[src/rtl/clkdiv_pkg.sv]
// Shared constants and helpers for the multi-channel clock divider.
// Optional tick outputs are enabled elsewhere with the CLKDIV_TICK_EN macro.
package clkdiv_pkg;

    localparam int W_DEF   = 16;
    localparam int DIV_DEF = 71;
    localparam int NCH_MAX = 16;

    // Width of a channel index; a single channel still gets a 1-bit select.
    function automatic int chw(input int n);
        return (n > 1) ? $clog2(n) : 1;
    endfunction

endpackage

[src/rtl/clkdiv_chan.sv]
// One divider channel: half-period counter, active/pending ratio, toggled output.
// With CLKDIV_TICK_EN defined, also a one-cycle pulse coincident with each new cout level.
module clkdiv_chan
    import clkdiv_pkg::*;
#(
    parameter int W           = W_DEF,
    parameter int DEFAULT_DIV = DIV_DEF
) (
    input  logic         cin,
    input  logic         rst,
    input  logic         en,
    input  logic         ld,
    input  logic [W-1:0] ld_div,
    output logic         pend,
    output logic         cout
`ifdef CLKDIV_TICK_EN
    ,
    output logic         tick
`endif
);

    logic [W-1:0] cnt;
    logic [W-1:0] div;
    logic [W-1:0] pend_div;
    logic         tc;

    assign tc = (cnt == div);

    // NOTE: non-blocking assignments so every branch below sees pre-edge register values.
    always_ff @(posedge cin) begin
        if (rst) begin
            cnt      <= '0;
            div      <= W'(DEFAULT_DIV);
            pend_div <= '0;
            pend     <= 1'b0;
            cout     <= 1'b0;
        end else if (en) begin
            if (tc) begin
                // Half-period boundary: the only point where the ratio may change.
                cnt  <= '0;
                cout <= ~cout;
                pend <= 1'b0;
                if (ld)
                    div <= ld_div;
                else if (pend)
                    div <= pend_div;
            end else begin
                cnt <= cnt + 1'b1;
                if (ld) begin
                    pend_div <= ld_div;
                    pend     <= 1'b1;
                end
            end
        end else if (ld) begin
            // Stopped channel: no output edge is at risk, so apply at once.
            div <= ld_div;
            cnt <= '0;
        end
    end

`ifdef CLKDIV_TICK_EN
    always_ff @(posedge cin) begin
        if (rst)
            tick <= 1'b0;
        else
            tick <= en & tc;
    end
`endif

endmodule

[src/rtl/clkdiv_multi.sv]
// Multi-channel programmable 50%-duty clock divider with a valid/ready ratio load port.
// Define CLKDIV_TICK_EN to add the per-channel terminal-count tick outputs.
module clkdiv_multi
    import clkdiv_pkg::*;
#(
    parameter int NCH         = 4,
    parameter int W           = W_DEF,
    parameter int DEFAULT_DIV = DIV_DEF
) (
    input  logic                 cin,
    input  logic                 rst,
    input  logic [NCH-1:0]       en,
    input  logic                 ld_valid,
    output logic                 ld_ready,
    input  logic [chw(NCH)-1:0]  ld_ch,
    input  logic [W-1:0]         ld_div,
    output logic [NCH-1:0]       cout
`ifdef CLKDIV_TICK_EN
    ,
    output logic [NCH-1:0]       tick
`endif
);

    if (NCH < 1 || NCH > NCH_MAX) begin : g_bad_nch
        $error("clkdiv_multi: NCH out of range");
    end

    logic [NCH-1:0] pend;
    logic [NCH-1:0] ch_sel;
    logic [NCH-1:0] ld_stb;
    logic           sel_pend;

    // NOTE: defaults first so no path through this block leaves a signal unassigned (no latch).
    always_comb begin
        ch_sel   = '0;
        sel_pend = 1'b0;
        for (int i = 0; i < NCH; i++) begin
            if (int'(ld_ch) == i) begin
                ch_sel[i] = 1'b1;
                sel_pend  = pend[i];
            end
        end
    end

    // Out-of-range channel selects nothing, so it reads as ready and is dropped.
    assign ld_ready = ~rst & ~sel_pend;
    assign ld_stb   = ch_sel & {NCH{ld_valid & ld_ready}};

    for (genvar g = 0; g < NCH; g++) begin : g_ch
        clkdiv_chan #(
            .W           (W),
            .DEFAULT_DIV (DEFAULT_DIV)
        ) u_chan (
            .cin    (cin),
            .rst    (rst),
            .en     (en[g]),
            .ld     (ld_stb[g]),
            .ld_div (ld_div),
            .pend   (pend[g]),
            .cout   (cout[g])
`ifdef CLKDIV_TICK_EN
            ,
            .tick   (tick[g])
`endif
        );
    end

endmodule
[config.mk]
export PLATFORM = sky130hd
export DESIGN_NAME = clkdiv_multi
export DESIGN_NICKNAME = d
export VERILOG_FILES = /design/src/rtl/clkdiv_pkg.sv /design/src/rtl/clkdiv_chan.sv /design/src/rtl/clkdiv_multi.sv
export SDC_FILE = /design/constraint.sdc
export NUM_CORES = 1
export LEC_CHECK = 0
export CAP_MARGIN = 10
export CELL_PAD_IN_SITES_DETAIL_PLACEMENT = 0
export CELL_PAD_IN_SITES_GLOBAL_PLACEMENT = 1
export CORE_ASPECT_RATIO = 0.9
export CORE_MARGIN = 2
export CORE_UTILIZATION = 48
export CTS_BUF_LIST = sky130_fd_sc_hd__clkbuf_4 sky130_fd_sc_hd__clkbuf_8 sky130_fd_sc_hd__clkbuf_16
export CTS_CLUSTER_SIZE = 10
export DETAILED_ROUTE_END_ITERATION = 8
export PLACE_DENSITY = 0.81
export SLEW_MARGIN = 40
export SYNTH_ARGS = -nofsm -noshare
export SYNTH_HDL_FRONTEND = slang
export SYNTH_SLANG_ARGS = --single-unit
[constraint.sdc]
create_clock -name cin -period 3.1 [get_ports cin]
set_input_delay 0.93 -clock cin [delete_from_list [all_inputs] [get_ports cin]]
set_output_delay 0.93 -clock cin [all_outputs]
set_load 0.005 [all_outputs]
* After elaboration in Yosys (flattened, before gate mapping)
Index checks and enable logic that the tools add are counted.
** Operators by class
- Add/sub/neg operators :: 4
- Equality and inequality tests :: 15
- Multiplexer cells :: 48
- Bitwise gates (word level) :: 13
- Reductions and logical operators :: 25
** Operators by type and width (number)
- $mux W16 :: 32
- $add A16 B1 Y16 const B :: 4
- $eq A16 B16 Y1 :: 4
- $reduce_and A3 Y1 :: 8
- $mux W1 :: 16
- $reduce_and A2 Y1 :: 8
- $reduce_bool A2 Y1 :: 8
- $ne A3 B2 Y1 const B :: 4
- $not A1 Y1 :: 10
- $ne A2 B1 Y1 const B :: 4
- $and A4 B4 Y4 :: 1
- $eq A2 B2 Y1 const B :: 2
- $and A1 B1 Y1 :: 2
- $eq A2 B1 Y1 const B :: 1
- $logic_not A2 Y1 :: 1
** Storage, ports and cells
- Register bits :: 200
- Input bits :: 25
- Output and inout bits :: 5
- Logic and storage cells :: 125

* Longest topological paths before layout
Gate-level depths: netlist of the first run.
- Word-level depth :: 12
- Depth in mapped cells :: 8
- Depth with buffers taken out :: 6

* Modules after synthesis
Synthesis of the first run repeated with hierarchy kept, for this count alone.
** Second synthesis, totals
- Cell total of the unflattened synthesis :: 1296
- Area, all modules :: 10492.6 sq um
** Modules (own cells, without submodules)
- clkdiv_chan :: instances 4, cells each 322, area each 2605.0 sq um, sequential area each 1001.0 sq um
- clkdiv_multi :: instances 1, cells each 8, area each 72.6 sq um, sequential area each 0.0 sq um

* Worst setup path after synthesis of the first run
No wires, ideal clock.
- Kind :: input to output
- From :: input port rst
- To :: output port ld_ready
- Arrival time :: 2082 ps
- Data required time :: 2170 ps
- Slack :: 88 ps
- Stages :: 5
- Path buffers :: 4
- Path through :: buf_2 clkbuf_1 buf_1 buf_1 nor2_1
** Between the ends
- Cells in the longest elaborated chain, start to end :: 2
** RTL lines
- start, declared :: RTL line clkdiv_multi.sv:11 : input logic rst,
- $not A1 Y1 :: RTL line clkdiv_multi.sv:46 : assign ld_ready = ~rst & ~sel_pend;
- $and A1 B1 Y1 :: RTL line clkdiv_multi.sv:46
- end, declared :: RTL line clkdiv_multi.sv:14 : output logic ld_ready,
No other way between the ends.

* Worst setup path after layout of the first run
- From :: input port ld_ch[1]
- To :: output port ld_ready
** Between the ends
- Cells in the longest elaborated chain, start to end :: 7
- Elaborated cells between the ends (all ways) :: 10
- Those cells by class :: eq/ne (3); mux (4); bitwise (2); reduce/logical (1)
** RTL lines
- start, declared :: RTL line clkdiv_multi.sv:15 : input logic [chw(NCH)-1:0] ld_ch,
- $logic_not A2 Y1 :: RTL line clkdiv_multi.sv:38 : if (int'(ld_ch) == i) begin
- $mux W1 (3 in a row) :: RTL line clkdiv_multi.sv:38
- $mux W1 (*) :: RTL line clkdiv_multi.sv:38
- $not A1 Y1 (*) :: RTL line clkdiv_multi.sv:46
- $and A1 B1 Y1 (*) :: RTL line clkdiv_multi.sv:46
Mark *: on every way between the ends. The rest lies on a longest branch, timed or not.

==> flow_metrics.tcl, run 1 <==
set metrics [dict create \
    ir_drop_mv 0.257 \
    r2r_start "g_ch[1].u_chan.cnt[2]$_SDFFE_PP0P_" \
    ys_ff_latch 200 \
    skew_ns 0.0142 \
    clock_sinks 200 \
    drtIter0Drc 835 \
    final_cell_mix "200 x dfxtp_1, 82 x nor2_1, 81 x nand3_1" \
    drv_cap 0 \
    final_common_cell "dfxtp_1" \
    antenna_found_initial 0 \
    clock_path_buffers 2 \
    tightest_slew_ns 0.826 \
    post_cts_resized 2 \
    via_count 9727 \
    drc 0 \
    period_share 0.958 \
    finalSetupViolations 0 \
    cts.htree.levels 4 \
    postCtsSetupBuffers 0 \
    hpwl_mm 21.1 \
    synth_cells 1217 \
    start_util 0.488 \
    crit_fanout 2 \
    synthFlopType "dfxtp_1" \
    crit_chain "clkdlybuf4s50_1 > mux4_2 > nor2_1 > dlygate4sd2_1" \
    syn_area_sq_um 10500 \
    p_leak_nw 4.50 \
    fin_area_sq_um 12000 \
    synth_cell_types 73 \
    drt_wl_total_mm 30.7 \
    via_per_inst 6.31 \
    yosys_warnings 0 \
    hold_viol 0 \
    synth_seq_area_share 0.380 \
    drive_above_1_share 0.157 \
    fmax_ghz 0.337 \
    startpoint_type "input pin" \
    rsz0062_at_grt "false" \
    status "finished clean" \
    critical_path_required_ns 2.17 \
    antenna_cells 0 \
    cpMaxStageDelayCell "clkdlybuf4s50_1" \
    drv_slew 0 \
    postCtsHoldBufs 0 \
    synth-edff-count 0 \
    place_congestion 0.826 \
    cts_tree "built" \
    hold_class "reg2reg" \
    cp-startpoint "ld_ch[1]" \
    drtAntennaViolNets 0 \
    grt_pass1_vias 8887 \
    clkLatencyLatePin_ns 0.44 \
    path_clk_slew_ns 0.07 \
    period_minus_slack_ns 2.97 \
    slowest_delay_ns 0.49 \
    powerDensity_nw_per_um2 455 \
    endpoint_kind "primary output" \
    die-area_sq_um 23100 \
    die_h_um 145 \
    grt_pass1_wl_mm 48.8 \
    syn_nets 1246 \
    synth_area_per_cell_sq_um 8.66 \
    min_from "g_ch[0].u_chan.pend_div[15]$_SDFFE_PP0P_" \
    dpl_cell_area_sq_um 11400 \
    overflow 0 \
    async_reset_ff_frac 0 \
    critical_path_class "in2out" \
    finalPower_mw 5.45 \
    cp.arrival_ns 2.04 \
    layout.nets 1267 \
    io_buffer_count 29 \
    fin_ws_ns 0.129 \
    place_ws_ns -0.394 \
    yosysTopAreaCell "dfxtp_1" \
    syn2layout_area_growth_pct 13.7 \
    ios 30 \
    core_sq_um 21600 \
    cts-root-buf "clkbuf_16" \
    cts_made_buffers 17 \
    drt_first_pass_iters 5 \
    row_count 51 \
    grt_max_degree 50 \
    synth_top_area_frac 0.380 \
    slew_headroom 0.449 \
    ys_top_cells_by_area "dfxtp_1 38%, nand3_1 3.8%, mux2_2 3.5%, a221o_1 3.4%, xor2_1 3.2%" \
    die_x_um 160 \
    grt_use_total 0.266 \
    wl_per_cell_um 19.9 \
]
cells in the mapped netlist (14+ instances only):
| master | count |
|---|---|
| dfxtp_1 | 200 |
| nor2_1 | 82 |
| nand3_1 | 81 |
| clkbuf_1 | 70 |
| nand2_1 | 63 |
| inv_1 | 53 |
| o21ai_0 | 46 |
| nand4_1 | 42 |
| a21oi_1 | 38 |
| xor2_1 | 38 |
| a221o_1 | 36 |
| nor3_1 | 35 |
| xnor2_1 | 34 |
| mux2_2 | 33 |
| mux2i_1 | 33 |
| a31o_2 | 28 |
| a31oi_1 | 26 |
| o221ai_1 | 24 |
| o22ai_1 | 18 |
| buf_2 | 15 |
| and3_1 | 14 |
flip-flops by register name, summed over array words and instances (netlist names):
| register | flops |
|---|---|
| g_ch.u_chan.pend | 4 |
| g_ch.u_chan.cnt | 64 |
| g_ch.u_chan.div | 64 |
| g_ch.u_chan.pend_div | 64 |
| g_ch.u_chan.cout | 4 |
final cells by class:
cell class              count  area (sq um)
fillers                  2043          9590
repair buffers            106           926
flip-flops and latches    200          4000
inverters                  55           206
clock inverters            11           115
multi-input cells         858          5900
clock buffers              20           460
well taps                 291           364
worst paths after layout:
kind / endpoint / cells after the start / slack, ns
setup / recovery: ld_ready / 4 / 0.13
hold / removal: g_ch[0].u_chan.pend_div[15]$_SDFFE_PP0P_ / 2 / 0.46
setup reg to reg: g_ch[1].u_chan.pend_div[9]$_SDFFE_PP0P_ / 7 / 0.66
hold reg to reg: g_ch[0].u_chan.pend_div[15]$_SDFFE_PP0P_ / 2 / 0.46
through the flow:
step / hold WS, ns / instances / util / setup TNS, ns
floorplan: 0.432 / 1217 / - / 0
global placement: 0.444 / 1509 / 0.528 / -0.605
detailed placement: 0.457 / 1510 / 0.529 / -1.96
CTS: 0.467 / 1541 / 0.555 / 0
global route: 0.477 / 1541 / 0.555 / 0
finish: 0.465 / 1541 / 0.555 / 0
critical path, delay by kind of cell:
family        cells  cell delay, ns
buf+inv           2            0.73
mux               1            0.29
simple gates      1            0.10
routing by layer:
layer	up-vias	global-route usage	wire length, um
li1	4599	-	-
met1	4781	0.368	14400
met2	307	0.429	14000
met3	40	0.0447	1910
met4	0	0.0744	519
met5	-	0	0
power breakdown:
part	leakage, nW	switching, mW	total, mW	internal (mW)
sequential	1.62	0.0476	2.66	2.62
clock	0.271	1.04	2.22	1.17
combinational	2.61	0.341	0.567	0.226
cell families (layout without fill, tap and decap cells):
logic type / Yosys count / after routing / synth area share
AND/OR/NAND/NOR: 394 / 394 / 0.194
AO/OA/AOI/OAI: 320 / 320 / 0.228
flip-flops: 200 / 200 / 0.380
buffers and inverters: 159 / 192 / 0.0631
XOR/XNOR: 73 / 73 / 0.0614
multiplexers: 67 / 67 / 0.0688
adder cells (fa/ha/maj): 4 / 4 / 0.00475
(Power assumes the default switching activity.)
==> run 2, diff against run 1 <==
Settings changed: CORE_ASPECT_RATIO 0.9 to 0.7.
==> run 2 against run 1 <==
Via count shrank 1.6%. Clock power grew 25%. Final area grew 1.1%. Global-route usage grew 0.78 points. Hold slack is essentially flat. First-iteration DRC count shrank 5.3%. Register-to-register slack lost 0.02 ns. Total power grew 10%. Routed wire length grew 0.75%. Worst setup slack gained 0.024 ns. Combinational power shrank 0.9%. Utilization grew 0.50 points.
==> flow_metrics.tcl, run 2 (synthesis gave the netlist of run 1 again) <==
set metrics [dict create \
    met2_usage 0.422 \
    fin_ws_ns 0.153 \
    clkPwrFrac 0.462 \
    core_sq_um 21600 \
    clkLatencyLatePin_ns 0.45 \
    skew_ns 0.0133 \
    netSwitchingFraction 0.240 \
    grt_pass1_wl_mm 50.3 \
    holdPathStages 2 \
    grt_use_met1 0.399 \
    die-area_sq_um 23200 \
    slew_headroom 0.450 \
    period_share 0.951 \
    fmax_ghz 0.339 \
    grt_use_total 0.273 \
    worstReg2RegEnd "g_ch[3].u_chan.div[1]$_SDFFE_PP1P_" \
    rsz0062_at_grt "false" \
    drive_above_1_share 0.156 \
    start_util 0.487 \
    place_congestion 0.816 \
    cpMaxStageDelayCell "clkdlybuf4s50_1" \
    critical_path_required_ns 2.17 \
    p_comb_frac 0.094 \
    place_ws_ns -0.356 \
    whs_endpoint "g_ch[0].u_chan.pend_div[1]$_SDFFE_PP0P_" \
    power.switching_mw 1.44 \
    ir_drop_mv 0.422 \
    tightest_slew_ns 0.825 \
    drc 0 \
    clock_path_buffers 2 \
    r2r_start "g_ch[3].u_chan.cnt[4]$_SDFFE_PP0P_" \
    crit_family "buffers and inverters" \
    drt_first_pass_iters 5 \
    die_h_um 128 \
    fin_hold_ws_ns 0.465 \
    hold_class "reg2reg" \
    period_minus_slack_ns 2.95 \
    cts-root-buf "clkbuf_16" \
    drt_wl_total_mm 31.0 \
    drtAntennaViolNets 0 \
    r2r_slack_ns 0.64 \
    cp.arrival_ns 2.02 \
    cts_made_buffers 17 \
    p_int_mw 4.56 \
    crit_chain "clkdlybuf4s50_1 > mux4_2 > nor2_1 > dlygate4sd2_1" \
    endpoint_kind "primary output" \
    overflow 0 \
    wl_per_cell_um 20.2 \
    fill_cells 1988 \
    via_count 9570 \
    finish.utilization 0.560 \
    antenna_found_initial 0 \
    finalSetupViolations 0 \
    layout.nets 1265 \
    io_buffer_count 29 \
    drv_cap 0 \
    hpwl_mm 21.4 \
    cts_tree "built" \
    path_clk_slew_ns 0.08 \
    powerDensity_nw_per_um2 495 \
    final_cell_mix "200 x dfxtp_1, 82 x nor2_1, 81 x nand3_1" \
    crit_fanout 2 \
    ios 30 \
    largest_registers "g_ch.u_chan.cnt: 64 flops, g_ch.u_chan.div: 64 flops, g_ch.u_chan.pend_div: 64 flops" \
    critical_path_class "in2out" \
    row_count 45 \
    postCtsSetupBuffers 0 \
    worst-path-buf-inv 2 \
    die_x_um 181 \
    postCtsHoldBufs 0 \
    hold_viol 0 \
    drtIter0Drc 791 \
    p_leak_nw 4.57 \
    grt_use_met3 0.0483 \
    min_from "g_ch[0].u_chan.pend_div[1]$_SDFFE_PP0P_" \
    seqPwrFrac 0.444 \
    via_per_inst 6.25 \
    status "finished clean" \
    clock_sinks 200 \
    reg2reg_depth 5 \
    top_usage_layer "met2" \
    slowest_delay_ns 0.49 \
    grt_pass1_vias 9202 \
    drv_slew 0 \
    startpoint_type "input pin" \
    cts.htree.levels 4 \
    syn2layout_area_growth_pct 15.0 \
    final_common_cell "dfxtp_1" \
    grt_max_degree 55 \
]
## run 2: cell count changes in the layout (fill, tap and decap cells not counted)
cell	previous run	this run
bufinv_16	1	8
clkinv_2	0	1
clkinvlp_4	4	2
inv_6	4	1
inv_8	1	0
buf_4	73	70
clkbuf_8	2	1
diode_2	0	1
clkinv_4	1	0
clkbuf_4	1	2
buf_12	5	6
## run 2: metrics by stage
| step | power (mW) | std cells | cell area (sq um) | TNS [ns] |
|---|---|---|---|---|
| after global routing | 6.16 | 1531 | 12100 | 0 |
| after CTS | 6.02 | 1531 | 12100 | 0 |
| after global placement | 3.27 | 1499 | 11400 | -0.613 |
| after detailed placement | 3.28 | 1499 | 11400 | -1.14 |
| final | 6.00 | 1532 | 12100 | 0 |
| after floorplan | 3.05 | 1217 | 10500 | 0 |
## run 2: timing repair
item	in CTS	in global routing
setup endpoints to repair	1	0
resized for setup	2	0
endpoints found under the hold margin	0	0
## run 2: worst min-delay path, delay by kind of cell (launching register included)
kind	cells	cell delay [ns]
DFF	1	0.32
muxes	1	0.05
and+or+nand+nor	1	0.05
## run 2: final cells by class
type                       count  area [sq um]  share of cell area
inverter                      55           206              0.0170
tap                          282           353              0.0291
clock buffer                  20           454              0.0375
timing repair buffer         104           923              0.0762
clock inverter                12           269              0.0222
sequential                   200          4000               0.331
antenna                        1          2.50            0.000207
multi-input combinational    858          5900               0.487
## run 2: worst max path at each step
stage,from,endpoint,cells past startpoint,slack [ns]
CTS,ld_ch[1],ld_ready,4,0.14
floorplan,rst,ld_ready,5,0.09
global placement,ld_ch[0],ld_ready,4,-0.37
global route,ld_ch[1],ld_ready,4,0.11
detailed placement,ld_ch[0],ld_ready,4,-0.36
finish,ld_ch[1],ld_ready,4,0.15
## run 2: power groups by stage
| stage | combinational (mW) | clock (mW) | sequential (mW) |
|---|---|---|---|
| after floorplan | 0.342 | 0 | 2.71 |
| after global placement | 0.549 | 0 | 2.72 |
| after detailed placement | 0.553 | 0 | 2.72 |
| after CTS | 0.555 | 2.80 | 2.66 |
| after global routing | 0.607 | 2.89 | 2.67 |
| final | 0.562 | 2.77 | 2.66 |
## run 2: layer usage
layer / up-vias / share of wire
li1: 4594 / -
met1: 4672 / 0.49
met2: 279 / 0.43
met3: 23 / 0.067
met4: 2 / 0.0089
met5: - / 0.0020
==> run 3, diff against run 2 <==
Settings changed: RECOVER_POWER set to 100.
==> run 3 against run 2 <==
Total power decreased by 0.19%. Clock power about the same. Cell count about the same. Fmax about the same. Final area decreased by 0.91%. Die area unchanged. Global-route usage unchanged. Routed wire length increased by 0.16%. Critical path type unchanged. Critical endpoint unchanged. Largest power group unchanged. Highest routed layer unchanged.
==> flow_metrics.tcl, run 3 (synthesis gave the netlist of run 1 again) <==
set metrics [dict create \
    ios 30 \
    clock_path_buffers 2 \
    drive_above_1_share 0.135 \
    row_count 45 \
    tightest_slew_ns 1.19 \
    clock_sinks 200 \
    clkLatencyLatePin_ns 0.45 \
    fin_ws_ns 0.155 \
    io_buffer_count 29 \
    grt_pass1_vias 9202 \
    tns_ns 0 \
    finalSetupViolations 0 \
    finalPower_mw 5.99 \
    core_sq_um 21600 \
    die_x_um 181 \
    drtAntennaViolNets 0 \
    critical_path_required_ns 2.17 \
    drv_cap 0 \
    cts.htree.levels 4 \
    power.switching_mw 1.44 \
    cts_tree "built" \
    hold_viol 0 \
    drt_wl_total_mm 31.0 \
    final_common_cell "dfxtp_1" \
    cp-startpoint "ld_ch[1]" \
    startpoint_type "input pin" \
    netSwitchingFraction 0.240 \
    place_congestion 0.816 \
    cts_made_buffers 17 \
    start_util 0.487 \
    fill_cells 2016 \
    drtIter0Drc 866 \
    die-area_sq_um 23200 \
    ir_drop_mv 0.423 \
    final-seq-area_sq_um 4000 \
    status "finished clean" \
    worstSetupEndpoint "ld_ready" \
    postCtsSetupBuffers 0 \
    fmax_ghz 0.340 \
    overflow 0 \
    die_h_um 128 \
    p_int_mw 4.55 \
    slew_headroom 0.204 \
    final_cell_mix "200 x dfxtp_1, 83 x nor2_1, 81 x nand3_1" \
    drt_first_pass_iters 5 \
    r2r_slack_ns 0.49 \
    endpoint_kind "primary output" \
    multiInputGateArea_sq_um 5870 \
    syn2layout_area_growth_pct 13.9 \
    postCtsHoldBufs 0 \
    grt_use_total 0.273 \
    dpl.cell_count 1499 \
    antenna_cells 0 \
    seqPwrFrac 0.445 \
    wl_per_cell_um 20.3 \
    place_ws_ns -0.356 \
    crit_chain "clkdlybuf4s50_1 > mux4_2 > nor2_1 > dlygate4sd2_1" \
    finish.utilization 0.555 \
    worst-path-buf-inv 2 \
    drv_slew 0 \
    p_leak_nw 4.51 \
    rsz0062_at_grt "false" \
    via_per_inst 6.27 \
    critical_path_class "in2out" \
    period_minus_slack_ns 2.94 \
    final_cells 1531 \
    p_comb_frac 0.092 \
    worstReg2RegEnd "g_ch[0].u_chan.div[8]$_SDFFE_PP0P_" \
    cts-root-buf "clkbuf_16" \
    r2r_start "g_ch[0].u_chan.cnt[8]$_SDFFE_PP0P_" \
    layout.nets 1265 \
    cp.arrival_ns 2.01 \
    hpwl_mm 21.4 \
    path_depth 4 \
    via_count 9593 \
    antenna_found_initial 0 \
    crit_family "buffers and inverters" \
    skew_ns 0.0145 \
    drc 0 \
    grt_pass1_wl_mm 50.3 \
    largest_registers "g_ch.u_chan.cnt: 64 flops, g_ch.u_chan.div: 64 flops, g_ch.u_chan.pend_div: 64 flops" \
    path_clk_slew_ns 0.08 \
    cpMaxStageDelayCell "clkdlybuf4s50_1" \
    period_share 0.950 \
    slowest_delay_ns 0.48 \
    reg2reg_depth 6 \
    powerDensity_nw_per_um2 499 \
    grt_max_degree 55 \
    crit_fanout 2 \
    hold_class "reg2reg" \
    clkPwrFrac 0.463 \
]
-- run 3: timing repair --
item                                    CTS  global route
endpoints found under the setup margin    1             0
hold endpoints to repair                  0             0
resized for setup                         2             0
-- run 3: worst min-delay path, cell delays in order (launching register included) --
cell and delay [ns]:
dfxtp_1 0.32, nand2_1 0.05, mux2i_1 0.05
-- run 3: worst min path at each step --
stage	cells after the start	endpoint	slack (ns)	start
final	2	g_ch[0].u_chan.pend_div[1]$_SDFFE_PP0P_	0.47	g_ch[0].u_chan.pend_div[1]$_SDFFE_PP0P_
after global routing	2	g_ch[0].u_chan.pend_div[8]$_SDFFE_PP0P_	0.47	g_ch[0].u_chan.pend_div[8]$_SDFFE_PP0P_
after CTS	2	g_ch[0].u_chan.pend_div[8]$_SDFFE_PP0P_	0.47	g_ch[0].u_chan.pend_div[8]$_SDFFE_PP0P_
after detailed placement	2	g_ch[0].u_chan.pend_div[10]$_SDFFE_PP0P_	0.46	g_ch[0].u_chan.pend_div[10]$_SDFFE_PP0P_
after global placement	2	g_ch[0].u_chan.pend_div[5]$_SDFFE_PP0P_	0.45	g_ch[0].u_chan.pend_div[5]$_SDFFE_PP0P_
after floorplan	2	g_ch[0].u_chan.pend_div[8]$_SDFFE_PP0P_	0.43	g_ch[0].u_chan.pend_div[8]$_SDFFE_PP0P_
-- run 3: stage by stage --
stage               instance area (sq um)  hold slack, ns
finish                              12000           0.466
global route                        12000           0.474
CTS                                 12100           0.467
detailed placement                  11400           0.456
global placement                    11400           0.447
floorplan                           10500           0.432
-- run 3: layout make-up --
type	instances	share of cell area
clock inverters	12	0.0224
well taps	282	0.0294
inverters	55	0.0172
repair buffers	104	0.0708
clock buffers	20	0.0378
multi-input cells	858	0.489
flip-flops and latches	200	0.334
-- run 3: power groups by stage --
stage / Sequential, mW / Combinational, mW / Clock [mW]
floorplan: 2.71 / 0.342 / 0
global placement: 2.72 / 0.549 / 0
detailed placement: 2.72 / 0.553 / 0
CTS: 2.66 / 0.555 / 2.80
global route: 2.67 / 0.595 / 2.89
finish: 2.66 / 0.552 / 2.77
-- run 3: layer usage --
metal,share of wire,wire length [um],vias up,track usage
met5,0.0020,61,-,0.0189
met4,0.0095,296,2,0.0564
met3,0.065,2010,24,0.0483
met2,0.43,13500,295,0.422
li1,-,-,4601,-
met1,0.49,15200,4671,0.399
